**src/rtl/multihand_pkg.sv**
```systemverilog
// Shared types and helpers for the multi-hand baccarat datapath.
package multihand_pkg;
  typedef enum logic [1:0] {IDLE, CAPTURE, SCORE} state_t;

  localparam int         RANK_W    = 4;
  localparam logic [7:0] LFSR_SEED = 8'hA5;

  // Face cards and tens count as zero.
  function automatic logic [3:0] card_value(input logic [3:0] rank);
    return (rank <= 4'd9) ? rank : 4'd0;
  endfunction

  function automatic logic [3:0] add_mod10(input logic [3:0] score, input logic [3:0] value);
    logic [4:0] s;
    s = {1'b0, score} + {1'b0, value};
    return (s >= 5'd10) ? 4'(s - 5'd10) : s[3:0];
  endfunction
endpackage

```
**src/rtl/multihand_datapath_rank_source.sv**
```systemverilog
// Free-running rank source: 1..RANK_MAX counter, or an 8-bit LFSR when
// MULTIHAND_LFSR_EN is defined.
module rank_source
  import multihand_pkg::*;
#(
  parameter int RANK_MAX = 13
) (
  input  logic              clk,
  input  logic              reset,
  output logic [RANK_W-1:0] rank
);
`ifdef MULTIHAND_LFSR_EN
  logic [7:0] lfsr;

  // Fibonacci x^8+x^6+x^5+x^4+1
  always_ff @(posedge clk) begin
    if (reset) lfsr <= LFSR_SEED;
    else       lfsr <= {lfsr[6:0], lfsr[7] ^ lfsr[5] ^ lfsr[4] ^ lfsr[3]};
  end

  assign rank = RANK_W'((32'(lfsr) % RANK_MAX) + 1);
`else
  always_ff @(posedge clk) begin
    if (reset)                            rank <= RANK_W'(1);
    else if (rank == RANK_W'(RANK_MAX))   rank <= RANK_W'(1);
    else                                  rank <= rank + RANK_W'(1);
  end
`endif
endmodule

```
**src/rtl/multihand_datapath.sv**
```systemverilog
// NUM_HANDS x CARDS_PER_HAND baccarat datapath with req/ack dealing.
// Rank source selectable via MULTIHAND_LFSR_EN (see rank_source).
module multihand_datapath
  import multihand_pkg::*;
#(
  parameter int  NUM_HANDS      = 2,
  parameter int  CARDS_PER_HAND = 3,
  parameter int  RANK_MAX       = 13,
  localparam int HW = (NUM_HANDS > 1) ? $clog2(NUM_HANDS) : 1,
  localparam int CW = $clog2(CARDS_PER_HAND + 1)
) (
  input  logic                                  clk,
  input  logic                                  reset,
  input  logic                                  deal_req,
  input  logic [HW-1:0]                         deal_hand,
  input  logic                                  clear_req,
  output logic                                  deal_ack,
  output logic                                  deal_err,
  output logic                                  busy,
  output logic [NUM_HANDS*CARDS_PER_HAND*4-1:0] cards,
  output logic [NUM_HANDS*4-1:0]                scores,
  output logic [NUM_HANDS*CW-1:0]               counts,
  output logic [NUM_HANDS-1:0]                  hand_full,
  output logic [NUM_HANDS-1:0]                  natural
);
  state_t state, state_n;
  logic [RANK_W-1:0] rank, rank_lat;
  logic [HW-1:0]     hand_lat;
  logic              req_ok, req_bad, sel_full;
  logic [3:0]        new_score;
  logic [3:0]        cur_score;

  logic [NUM_HANDS-1:0][CARDS_PER_HAND-1:0][3:0] card_r;
  logic [NUM_HANDS-1:0][3:0]                     score_r;
  logic [NUM_HANDS-1:0][CW-1:0]                  cnt_r;
  logic [NUM_HANDS-1:0]                          full_r, nat_r;

  rank_source #(.RANK_MAX(RANK_MAX)) u_rank (
    .clk  (clk),
    .reset(reset),
    .rank (rank)
  );

  always_comb begin
    state_n   = state;
    req_ok    = 1'b0;
    req_bad   = 1'b0;
    sel_full  = 1'b0;
    cur_score = 4'd0;
    for (int h = 0; h < NUM_HANDS; h++) begin
      if (int'(deal_hand) == h && int'(cnt_r[h]) == CARDS_PER_HAND) sel_full = 1'b1;
      if (int'(hand_lat) == h) cur_score = score_r[h];
    end
    new_score = add_mod10(cur_score, card_value(rank_lat));
    case (state)
      IDLE: begin
        if (deal_req) begin
          if (int'(deal_hand) < NUM_HANDS && !sel_full) begin
            req_ok  = 1'b1;
            state_n = CAPTURE;
          end else begin
            req_bad = 1'b1;
          end
        end
      end
      CAPTURE: state_n = SCORE;
      SCORE:   state_n = IDLE;
      default: state_n = IDLE;
    endcase
    // clear wins over any request and aborts an in-flight deal
    if (clear_req) begin
      state_n = IDLE;
      req_ok  = 1'b0;
      req_bad = 1'b0;
    end
  end

  always_ff @(posedge clk) begin
    if (reset || clear_req) begin
      state    <= IDLE;
      deal_ack <= 1'b0;
      deal_err <= 1'b0;
      rank_lat <= '0;
      hand_lat <= '0;
      card_r   <= '0;
      score_r  <= '0;
      cnt_r    <= '0;
      full_r   <= '0;
      nat_r    <= '0;
    end else begin
      state    <= state_n;
      deal_ack <= (state == SCORE);
      deal_err <= req_bad;
      if (req_ok) begin
        rank_lat <= rank;
        hand_lat <= deal_hand;
      end
      for (int h = 0; h < NUM_HANDS; h++) begin
        if (int'(hand_lat) == h) begin
          if (state == CAPTURE) begin
            for (int s = 0; s < CARDS_PER_HAND; s++)
              if (int'(cnt_r[h]) == s) card_r[h][s] <= rank_lat;
            cnt_r[h] <= cnt_r[h] + CW'(1);
          end
          if (state == SCORE) begin
            score_r[h] <= new_score;
            full_r[h]  <= (int'(cnt_r[h]) == CARDS_PER_HAND);
            nat_r[h]   <= (int'(cnt_r[h]) == 2) && (new_score >= 4'd8);
          end
        end
      end
    end
  end

  assign busy      = (state != IDLE);
  assign cards     = card_r;
  assign scores    = score_r;
  assign counts    = cnt_r;
  assign hand_full = full_r;
  assign natural   = nat_r;
endmodule

```
**config.mk**
```make
export PLATFORM = sky130hd
export DESIGN_NAME = multihand_datapath
export DESIGN_NICKNAME = d
export VERILOG_FILES = /design/src/rtl/multihand_pkg.sv /design/src/rtl/multihand_datapath_rank_source.sv /design/src/rtl/multihand_datapath.sv
export SDC_FILE = /design/constraint.sdc
export NUM_CORES = 1
export LEC_CHECK = 0
export BUFFER_PORTS_ARGS = -buffer_cell sky130_fd_sc_hd__buf_2
export CAP_MARGIN = 20
export CORE_MARGIN = 3
export CORE_UTILIZATION = 54
export DETAILED_ROUTE_END_ITERATION = 8
export GPL_TIMING_DRIVEN = 0
export HOLD_SLACK_MARGIN = 0.1
export PLACE_DENSITY = 0.76
export SLEW_MARGIN = 0
export SYNTH_ARGS = -nofsm -noshare
export SYNTH_HDL_FRONTEND = slang
export SYNTH_SLANG_ARGS = --single-unit
```
**constraint.sdc**
```tcl
create_clock -name clk -period 3.37 [get_ports clk]
set_clock_uncertainty 0.05 [all_clocks]
set_input_delay 1.011 -clock clk [delete_from_list [all_inputs] [get_ports clk]]
set_output_delay 1.011 -clock clk [all_outputs]
set_load 0.05 [all_outputs]
```
======== Word-level counts from Yosys, hierarchy flattened ========
Index checks and enable logic that the tools add are counted.
W data, S select, Z words.
operators by class
  add/subtract/negate cells ............... 5
  order comparisons ....................... 3
  eq/ne operators ......................... 11
  mux-type cells .......................... 13
  bitwise operators ....................... 4
  reduce and logical (&&, ||, !) cells .... 23
operator list
  kind                   number
  $reduce_and A3 Y1      6
  $mux W4                3
  $eq A2 B2 Y1 const B   5
  $reduce_and A2 Y1      5
  $mux W1                7
  $eq A2 B1 Y1 const B   3
  $logic_not A2 Y1       3
  $add A4 B4 Y5          1
  $ge A5 B4 Y1 const B   1
  $add A2 B1 Y2 const B  2
  $add A4 B1 Y4 const B  1
  $eq A4 B4 Y1 const B   1
  $ge A4 B4 Y1 const B   1
  $le A4 B4 Y1 const B   1
  $logic_and A1 B1 Y1    4
  $mux W2                2
  $ne A2 B2 Y1 const B   2
  $not A1 Y1             4
  $pmux W2 S2            1
  $reduce_or A2 Y1       2
  $reduce_or A4 Y1       1
  $sub A4 B4 Y4 const B  1
  $reduce_bool A2 Y1     1
  $logic_or A1 B1 Y1     1
word-level totals
  flip-flop bits (word level) ............. 53
  output and inout bits ................... 43

======== Depth between registers and ports, before layout ========
Gate-level depths: netlist of run 1.
  depth after elaboration ................. 8
  depth in mapped cells ................... 13
  mapped depth without buffers ............ 11

======== Hierarchy ========
A second synthesis of run 1 with hierarchy kept.
unflattened totals
  cells, all modules ...................... 275
  area, all modules ....................... 2431.1 um^2
by module, submodules not included
  module              times used  cells each  area an instance (um^2)  sequential area each (um^2)
  multihand_datapath  1           256         2250.9                   980.9
  rank_source         1           19          180.2                    80.1

======== Worst setup path before layout of run 1 ========
OpenSTA, ideal clock, no wires.
  path kind ............................... reg-to-reg
  from .................................... register score_r (netlist bit scores[4])
  to ...................................... register score_r (netlist bit scores[1])
  library setup time ...................... 63 ps
  arrival time ............................ 2819 ps
  required time ........................... 3257 ps
  path slack .............................. 437 ps
  stages on the path, launching flop included .. 12
  buffers on the path ..................... 1
  period minus slack after synthesis ...... 2933 ps
  cells stage by stage .................... dfxtp_1 mux2_2 ha_1 fa_1 xor2_2 inv_1 ha_1 o221ai_1 and3_1 clkbuf_2 or4_1 nand3_1
on the way
  cells in the longest elaborated chain, start to end .. 4
RTL lines
  element                                               line                       text
  start: declaration                                    multihand_datapath.sv:34   logic [NUM_HANDS-1:0][3:0] score_r;
  start signal: indexed assignment                      multihand_datapath.sv:106  score_r[h] <= new_score;
  $mux W4 *                                             multihand_datapath.sv:52   if (int'(hand_lat) == h) cur_score = score_r[h];
  $add A4 B4 Y5 *                                       multihand_pkg.sv:15        s = {1'b0, score} + {1'b0, value};
  $sub A4 B4 Y4 / $ge A5 B4 Y1 (equally long branches)  multihand_pkg.sv:16        return (s >= 5'd10) ? 4'(s - 5'd10) : s[3:0];
  $mux W4 *                                             multihand_pkg.sv:16
Mark *: on every way between the ends. The rest lies on a longest branch, timed or not.
A chain may end at the register's enable or synchronous reset.

======== Worst setup path after layout of run 1 ========
  from .................................... register hand_lat
  to ...................................... register score_r (netlist bit scores[5])
on the way
  cells in the longest elaborated chain, start to end .. 4
RTL lines
  element                                               line                      text
  start: declaration                                    multihand_datapath.sv:28  logic [HW-1:0] hand_lat;
  start signal: assignment                              multihand_datapath.sv:96  hand_lat <= deal_hand;
  $mux W4                                               multihand_datapath.sv:52
  $add A4 B4 Y5                                         multihand_pkg.sv:15
  $sub A4 B4 Y4 / $ge A5 B4 Y1 (equally long branches)  multihand_pkg.sv:16
  $mux W4                                               multihand_pkg.sv:16
Several ways; a longest one is shown, not always the timed one.

==> run metrics, run 1 <==
top library cells by usage in the layout, fill and taps aside=dfxtp_1, buf_2, nor2_1; launch point of the worst path=hand_lat; crit-path max FO=9; reg-to-reg critical path endpoint=scores[5]; Setup crit end kind=flop; source of the worst register-to-register timing path=hand_lat; clock insertion delay at the later pin of the skew report=about 300 ps; Hold Startpoint=cards[16]; number of enable-type register cells in the synthesized netlist=0; number of endpoints with negative hold slack in the final report=0; first-pass GRT wire length=9114 um; Final Core Density=0.6727; iteration count of the initial detailed-routing pass=4; fraction of layout instances using a drive strength above 1=0.1964; I/O Pins=48; kind of launch point of the worst setup path=flop; count of antenna-violating nets left after detailed routing=0; Highest Clock Rate=between 0.3 and 0.4 GHz; final HPWL from detailed placement=roughly 3900 um; async set or reset register ratio after synthesis=0; ordered cell list for the critical path=buf_2 -> mux2_2 -> ha_1 -> fa_1 -> xor2_2 -> inv_1 -> ha_1 -> o221ai_1 -> and3_1 -> clkbuf_2 -> or4_1 -> nand3_1; cell row count=23; register bit count reported by yosys=between 50 and 60; area growth from synthesis to layout=15.62%; gr ovfl total=0; Setup crit end=scores[5]; Avg WL per Cell=14.03 um; total power density per cell area=~380 mW/mm^2; total standard cell area after synthesis=around 0.0024 sq mm; Worst Path Arrival=3390 ps; final critical delay including setup and external delays=3194 ps; Final Instance Area=approximately 0.0028 sq mm; synth unique cells=34; slew of the pin with the lowest slew margin=between 500 and 600 ps; register-to-register path setup slack=180 ps; commonest non-fill, non-tap cell in the layout=dfxtp_1; period utilization=0.9476; CTS max path bufs=2; via count of the first global-routing pass=just under 2,000; Avg Cell Area, Syn=slightly below 9 sq um; TritonCTS clock tree=yes; setup slack at placement=31.55 ps; total wire length=5347 um; total global-route track usage=0.2195; Chip Width=72.82 um; net count after synthesis=roughly 300; vias per cell=5.423; port bufs=between 40 and 50; total DRC errors in the routed layout=0; H-tree depth=2; Synth Warn #=0; initial core utilization=0.5818; net count of the finished layout=about 350; sequential fraction of the synthesis area=0.4401; Num CTS Buffers=5; maximum number of pins on one net before global-route repair=16; run status=complete, no violations; routability congestion estimate=around 0.96; Die Footprint=~0.0053 sq mm; predominant post-synthesis flop cell=dfxtp_1; portion of synthesized cell area occupied by the leading cell type=0.4401; total power draw=1.055 mW; Layout fillers=~400; slowest library cell on the worst path=or4_1; root buffer cell=clkbuf_8; diodes inserted=0; post-synthesis cell count=between 200 and 300; HP Class=flop to flop; DIE HEIGHT=~73 um; cell accounting for the most synthesized area=dfxtp_1; setup TNS=0 ps; Core Region=between 0.004 and 0.005 sq mm; required time reported for the critical path endpoint=between 3000 and 4000 ps; reported leakage power=1.193 nW; DRC violation total after the first TritonRoute iteration=about 180; crit-path max cell delay=~480 ps; final-report max-slew violation count=0; clock tree sinks=53; antenna violations before repair=0; Worst Setup Slack, final=about 180 ps; Finish-stage setup viols=0; clock transition at the register clock pins on the worst setup and hold paths after CTS=approximately 90 ps; via count of the routed design=2,066; Peak VDD IR=between 0.0003 and 0.0004 V; worst reg-to-reg path cell count=12; placed cell areas=~0.0027 sq mm; unrepaired setup endpoints after global routing=no; total of max-cap violations=0; Slew Limit Headroom=0.6064; Most Frequent Cell on Critical Path=ha_1; critical path type=flop to flop; largest cells by area after synthesis=dfxtp_1, mux2i_1, ha_1
synth_stat cells (all sizes together) (2+ instances only):
cell,count
xnor2,2
mux2i,20
inv,12
ha,15
o21ai,6
nor3,2
o2111ai,2
and2,4
or4,2
clkbuf,14
or3,2
nand2b,3
nor2,36
nand2,27
dfxtp,53
nor2b,4
nand3,30
o31ai,2
mux2,5
a21oi,25
cell families after synthesis:
family / Yosys count / share of synthesized area
simple gates: 115 / 0.2195
flops: 53 / 0.4401
compound gates: 39 / 0.09082
buf+inv: 27 / 0.04307
mux: 25 / 0.1064
fa+ha+maj: 16 / 0.08614
xor+xnor: 3 / 0.01401
critical path: cells and delay by family (launching register included):
kind | cells | cell delay [ps]
buffers and inverters | 3 | 450
flip-flops | 1 | 320
multiplexers | 1 | 360
AO/OA/AOI/OAI | 1 | 130
adder cells (fa/ha/maj) | 3 | 880
AND/OR/NAND/NOR | 3 | 730
XOR/XNOR | 1 | 220
metrics by stage:
step | std cells | hold slack, ps
3_3_place_gp | 375 | 391.2
5_1_grt | 381 | 427.4
3_5_place_dp | 375 | 395.5
2_1_floorplan | 278 | 364.2
4_1_cts | 383 | 408.8
6_report | 381 | 405.5
worst min path at each step:
| stage | to | slack (ps) | cells past startpoint |
|---|---|---|---|
| after detailed placement | cards[22] | 400 | 2 |
| after floorplan | u_rank.rank[0] | 360 | 1 |
| after CTS | cards[22] | 410 | 2 |
| after global placement | cards[21] | 390 | 2 |
| final | cards[16] | 410 | 2 |
| after global routing | cards[12] | 430 | 2 |
flip-flops by register name (all words and copies together), names as in the netlist:
name         flops
cards           24
scores           8
counts           4
rank_lat         4
u_rank.rank      4
hand_full        2
natural          2
state            2
deal_ack         1
deal_err         1
hand_lat         1
repair_timing:
item                                    CTS  global route
endpoints found under the setup margin    0             6
buffers inserted                          0             0
hold buffers                              0             0
gates resized for setup                   0             2
report_power, final:
| part | switching [mW] | leakage [nW] | internal [mW] | total (mW) |
|---|---|---|---|---|
| Sequential | 0.0102 | 0.429 | 0.633 | 0.643 |
| Clock | 0.201 | 0.0385 | 0.147 | 0.349 |
| Combinational | 0.0407 | 0.725 | 0.0220 | 0.0627 |
layer usage:
metal / global-route usage / share of wire / up-vias
met5: 0 / 0 / -
met4: 0.08402 / 0.016 / 0
met3: 0.04821 / 0.051 / 9
met2: 0.3437 / 0.46 / 57
met1: 0.2954 / 0.47 / 957
li1: - / - / 1043
final cells by class:
cell class,instances,area (sq um),share of cell area
Clock inverter,1,7.507,0.002693
Sequential cell,53,1064,0.3815
Timing Repair Buffer,47,235.2,0.08438
Multi-Input combinational cell,198,1246,0.4470
Clock buffer,7,76.32,0.02738
Inverter,12,45.04,0.01616
Buffer,13,51.30,0.01840
Tap cell,50,62.56,0.02244
Power figures use the tool's default switching activity.
==> run 2, diff against run 1 <==
- SKIP_LAST_GASP: not set -> 1
- clock period: 3.37 -> 3.6 ns (I/O delays scaled with it)
==> run 2 against run 1 <==
Compared with the run above:
- global-route usage stayed put
- largest cell class unchanged
- utilization rose by 0.12 points
- sequential power is 6.7% lower
- register-to-register slack better by 80 ps
- highest routed layer unchanged
==> run metrics, run 2 (synthesis gave the netlist of run 1 again) <==
area occupied by registers=0.001061 sq mm; diodes inserted=0; H-tree depth=2; final critical delay including setup and external delays=3340 ps; Seq pwr share=0.606; reported leakage power=approximately 1.2 nW; Peak VDD IR=0.0002954 V; TritonCTS clock tree=yes; I/O Pins=48; initial core utilization=0.5818; clock tree sinks=53; Finish-stage setup viols=0; total of max-cap violations=0; Die Footprint=between 0.005 and 0.006 sq mm; final-report max-slew violation count=0; max FFs per register=24; HP Class=flop to flop; cell row count=23; count of antenna-violating nets left after detailed routing=0; Core Region=about 0.0041 sq mm; Num CTS Buffers=5; post-cts sizing count=0; total DRC errors in the routed layout=0; vias per cell=around 5.4; total wire length=approximately 5400 um; iteration count of the initial detailed-routing pass=4; routability congestion estimate=approximately 0.96; Highest Clock Rate=approximately 0.30 GHz; Clock Power Share=0.332; fraction of layout instances using a drive strength above 1=0.1892; area growth from synthesis to layout=15.83%; total global-route track usage=0.2195; Avg WL per Cell=approximately 14 um; first-pass GRT wire length=9114 um; total power density per cell area=354.3 mW/mm^2; root buffer cell=clkbuf_8; launch point of the worst path=rank_lat[1]; Setup crit end kind=flop; required time reported for the critical path endpoint=approximately 3800 ps; Slew Limit Headroom=0.6051; source of the worst register-to-register timing path=rank_lat[1]; Hold Startpoint=cards[16]; commonest non-fill, non-tap cell in the layout=dfxtp_1; final HPWL from detailed placement=~3900 um; Chip Width=approximately 73 um; clock transition at the register clock pins on the worst setup and hold paths after CTS=approximately 90 ps; switching share of power=0.2405; port bufs=47; run status=complete, no violations; slew of the pin with the lowest slew margin=590.2 ps; maximum number of pins on one net before global-route repair=16; via count of the first global-routing pass=between 1,500 and 2,000; net count of the finished layout=353; via count of the routed design=2,066; post-CTS setup buffer count=0; Worst Path Arrival=about 3500 ps; sw power=between 0.2 and 0.25 mW; Post-Place Cells=roughly 380; Combinational Power Share=0.061; Pint=0.7514 mW; area taken by multi-input logic gates=about 0.0012 sq mm; number of endpoints with negative hold slack in the final report=0; Layout fillers=388; crit-path max FO=10; Final Core Density=0.6739; DRC violation total after the first TritonRoute iteration=166; kind of launch point of the worst setup path=flop; critical path type=flop to flop; antenna violations before repair=0; gr ovfl total=0; unrepaired setup endpoints after global routing=no; CTS max path bufs=2; cts-stage hold buffer count=0; DIE HEIGHT=around 73 um; period utilization=0.9278; clock insertion delay at the later pin of the skew report=roughly 300 ps; setup TNS=0 ps; top library cells by usage in the layout, fill and taps aside=dfxtp_1, buf_2, nor2_1; number of non-filler instances in the completed layout=383
[run 2: per-layer routing]
layer	up-vias	global-route usage	wire length (um)
met5	-	0	0
li1	1052	-	-
met2	58	0.3437	2475
met3	9	0.04821	289
met4	0	0.08402	76
met1	947	0.2954	2509
[run 2: worst max-delay path, stage by stage, from the launching register on]
cell      delay, ps
dfxtp_1         320
clkbuf_1        420
o21ai_0         150
and2_1          180
ha_1            200
fa_1            430
xor2_2          220
inv_1            70
ha_1            230
o221ai_1        130
and3_1          160
clkbuf_2        150
or4_1           480
nand3_1          90
[run 2: final cells by class]
cell class	count	share of cell area
inverter	12	0.01613
tap	50	0.02240
multi-input combinational	198	0.4462
clock inverter	1	0.002688
sequential	53	0.3799
buffer	15	0.02106
clock buffer	7	0.02733
timing repair buffer	47	0.08423
[run 2: worst paths after layout]
kind               end  slack [ps]  cells past startpoint
max          scores[5]         260                     13
min          cards[16]         410                      2
max reg2reg  scores[5]         260                     13
min reg2reg  cards[16]         410                      2
[run 2: through the flow]
step	power, mW	cell area (sq um)	hold slack, ps	setup slack [ps]
2_1_floorplan	0.6571	2411	364.2	667.5
3_3_place_gp	0.6732	2709	391.2	358.7
3_5_place_dp	0.6749	2709	395.5	261.6
4_1_cts	0.9992	2793	408.8	251.9
5_1_grt	1.029	2793	427.4	9.915
6_report	0.9893	2793	405.5	259.8
[run 2: power groups by stage]
stage               logic, mW  clock network (mW)  registers [mW]
global route           0.0688               0.359           0.601
detailed placement     0.0612                   0           0.614
CTS                    0.0613               0.338           0.600
global placement       0.0599                   0           0.613
floorplan              0.0439                   0           0.613
finish                 0.0607               0.329           0.600
==> run 3, diff against run 2 <==
- CORE_UTILIZATION: 54 -> 51
- CTS_BUF_LIST: not set -> sky130_fd_sc_hd__clkbuf_4
- clock period: 3.6 -> 2.7 ns (I/O delays scaled with it)
==> run 3 against run 2 <==
Compared with the run above:
- wire length grew 4.0%
- sequential power grew 34%
- global-route usage shrank 2.0 points
- utilization shrank 0.78 points
- first-iteration DRC count shrank 25%
- critical path type unchanged
==> run metrics, run 3 (synthesis gave the netlist of run 1 again) <==
run status=complete, no violations; switching share of power=0.2366; clock transition at the register clock pins on the worst setup and hold paths after CTS=around 160 ps; sw power=~0.32 mW; H-tree depth=2; total wire length=between 5000 and 6000 um; Final Hold Slack=roughly 410 ps; max FFs per register=24; final HPWL from detailed placement=3777 um; fraction of layout instances using a drive strength above 1=0.2706; critical path type=flop to flop; initial core utilization=0.5425; total power density per cell area=around 460 mW/mm^2; antenna violations before repair=0; total of max-cap violations=0; Worst Setup Slack, final=roughly 54 ps; total DRC errors in the routed layout=0; TritonCTS clock tree=yes; iteration count of the initial detailed-routing pass=4; crit-path max FO=8; Chip Width=between 70 and 80 um; Highest Clock Rate=approximately 0.38 GHz; required time reported for the critical path endpoint=~3000 ps; Num CTS Buffers=5; DIE HEIGHT=~75 um; Worst Path Arrival=between 2000 and 3000 ps; area growth from synthesis to layout=22.78%; Clock Power Share=0.340; clock insertion delay at the later pin of the skew report=around 360 ps; setup slack at placement=-202.3 ps; period utilization=0.9801; Avg WL per Cell=around 14 um; via count of the routed design=roughly 2,100; DRC violation total after the first TritonRoute iteration=about 120; kind of launch point of the worst setup path=flop; HP Class=flop to flop; vias per cell=5.406; cell row count=24; gr ovfl total=0; total power draw=roughly 1.4 mW; total global-route track usage=0.1992; final-report max-slew violation count=0; diodes inserted=0; top library cells by usage in the layout, fill and taps aside=dfxtp_1, buf_2, nor2_1; clock tree sinks=between 50 and 60; count of antenna-violating nets left after detailed routing=0; slew of the pin with the lowest slew margin=roughly 600 ps; Die Footprint=between 0.005 and 0.006 sq mm; routability congestion estimate=between 0.8 and 0.9; I/O Pins=48; Setup crit end kind=flop; Slew Limit Headroom=0.5954; final critical delay including setup and external delays=~2600 ps; setup TNS=0 ps; maximum number of pins on one net before global-route repair=17; commonest non-fill, non-tap cell in the layout=dfxtp_1; CTS max path bufs=2; Peak VDD IR=0.0003745 V; Core Region=~0.0044 sq mm; number of endpoints with negative hold slack in the final report=0; cts-stage hold buffer count=0; Post-Place Cells=377; Seq pwr share=0.590; first-pass GRT wire length=between 8000 and 9000 um; number of non-filler instances in the completed layout=around 390; via count of the first global-routing pass=between 1,500 and 2,000; Finish-stage setup viols=0; Combinational Power Share=0.070; Pint=a little over 1 mW; root buffer cell=clkbuf_4; port bufs=47; net count of the finished layout=between 300 and 400; reported leakage power=about 1.3 nW
run 3: worst max-delay path, stage by stage, from the launching register on:
cell,delay [ps]
dfxtp_2,350
buf_6,110
mux2_4,310
ha_4,170
fa_2,410
xor2_2,170
inv_2,80
ha_4,150
o221ai_1,110
and3_4,200
or4_4,410
nand3_1,90
run 3: path summary, 6_finish.rpt:
check | startpoint | end | slack [ps] | cells past startpoint
max | hand_lat | scores[5] | 50 | 11
min | hand_full[1] | hand_full[1] | 410 | 2
max reg2reg | hand_lat | scores[5] | 50 | 11
min reg2reg | hand_full[1] | hand_full[1] | 410 | 2
run 3: stage by stage:
step | util | area [sq um]
3_5_place_dp | 0.6185 | 2749
2_1_floorplan | - | 2449
6_report | 0.6661 | 2960
3_3_place_gp | 0.6185 | 2749
5_1_grt | 0.6661 | 2960
4_1_cts | 0.6456 | 2869
run 3: what timing repair did:
action                     CTS  global route
pin swaps                    1             4
resized for setup            5            19
setup endpoints to repair    8             8
setup buffers                3             5
run 3: power groups by stage:
stage	Sequential [mW]	Clock, mW	Combinational, mW
CTS	0.801	0.472	0.0873
global placement	0.817	0	0.0826
finish	0.801	0.462	0.0955
floorplan	0.818	0	0.0605
global route	0.804	0.501	0.106
detailed placement	0.818	0	0.0835
run 3: area by class of cell:
cell class,count,area (sq um)
fill,400,1484
multi-input combinational,198,1318
sequential,53,1067
timing repair buffer,55,299.0
buffer,14,82.58
tap,52,65.06
clock buffer,6,45.04
inverter,12,45.04
clock inverter,2,38.79
run 3: layer usage:
layer,share of wire,vias to the layer above,global-route usage
met1,0.45,1002,0.2629
met5,0,-,0
met4,0.013,0,0.05929
met3,0.034,9,0.03204
li1,-,1062,-
met2,0.50,46,0.3366
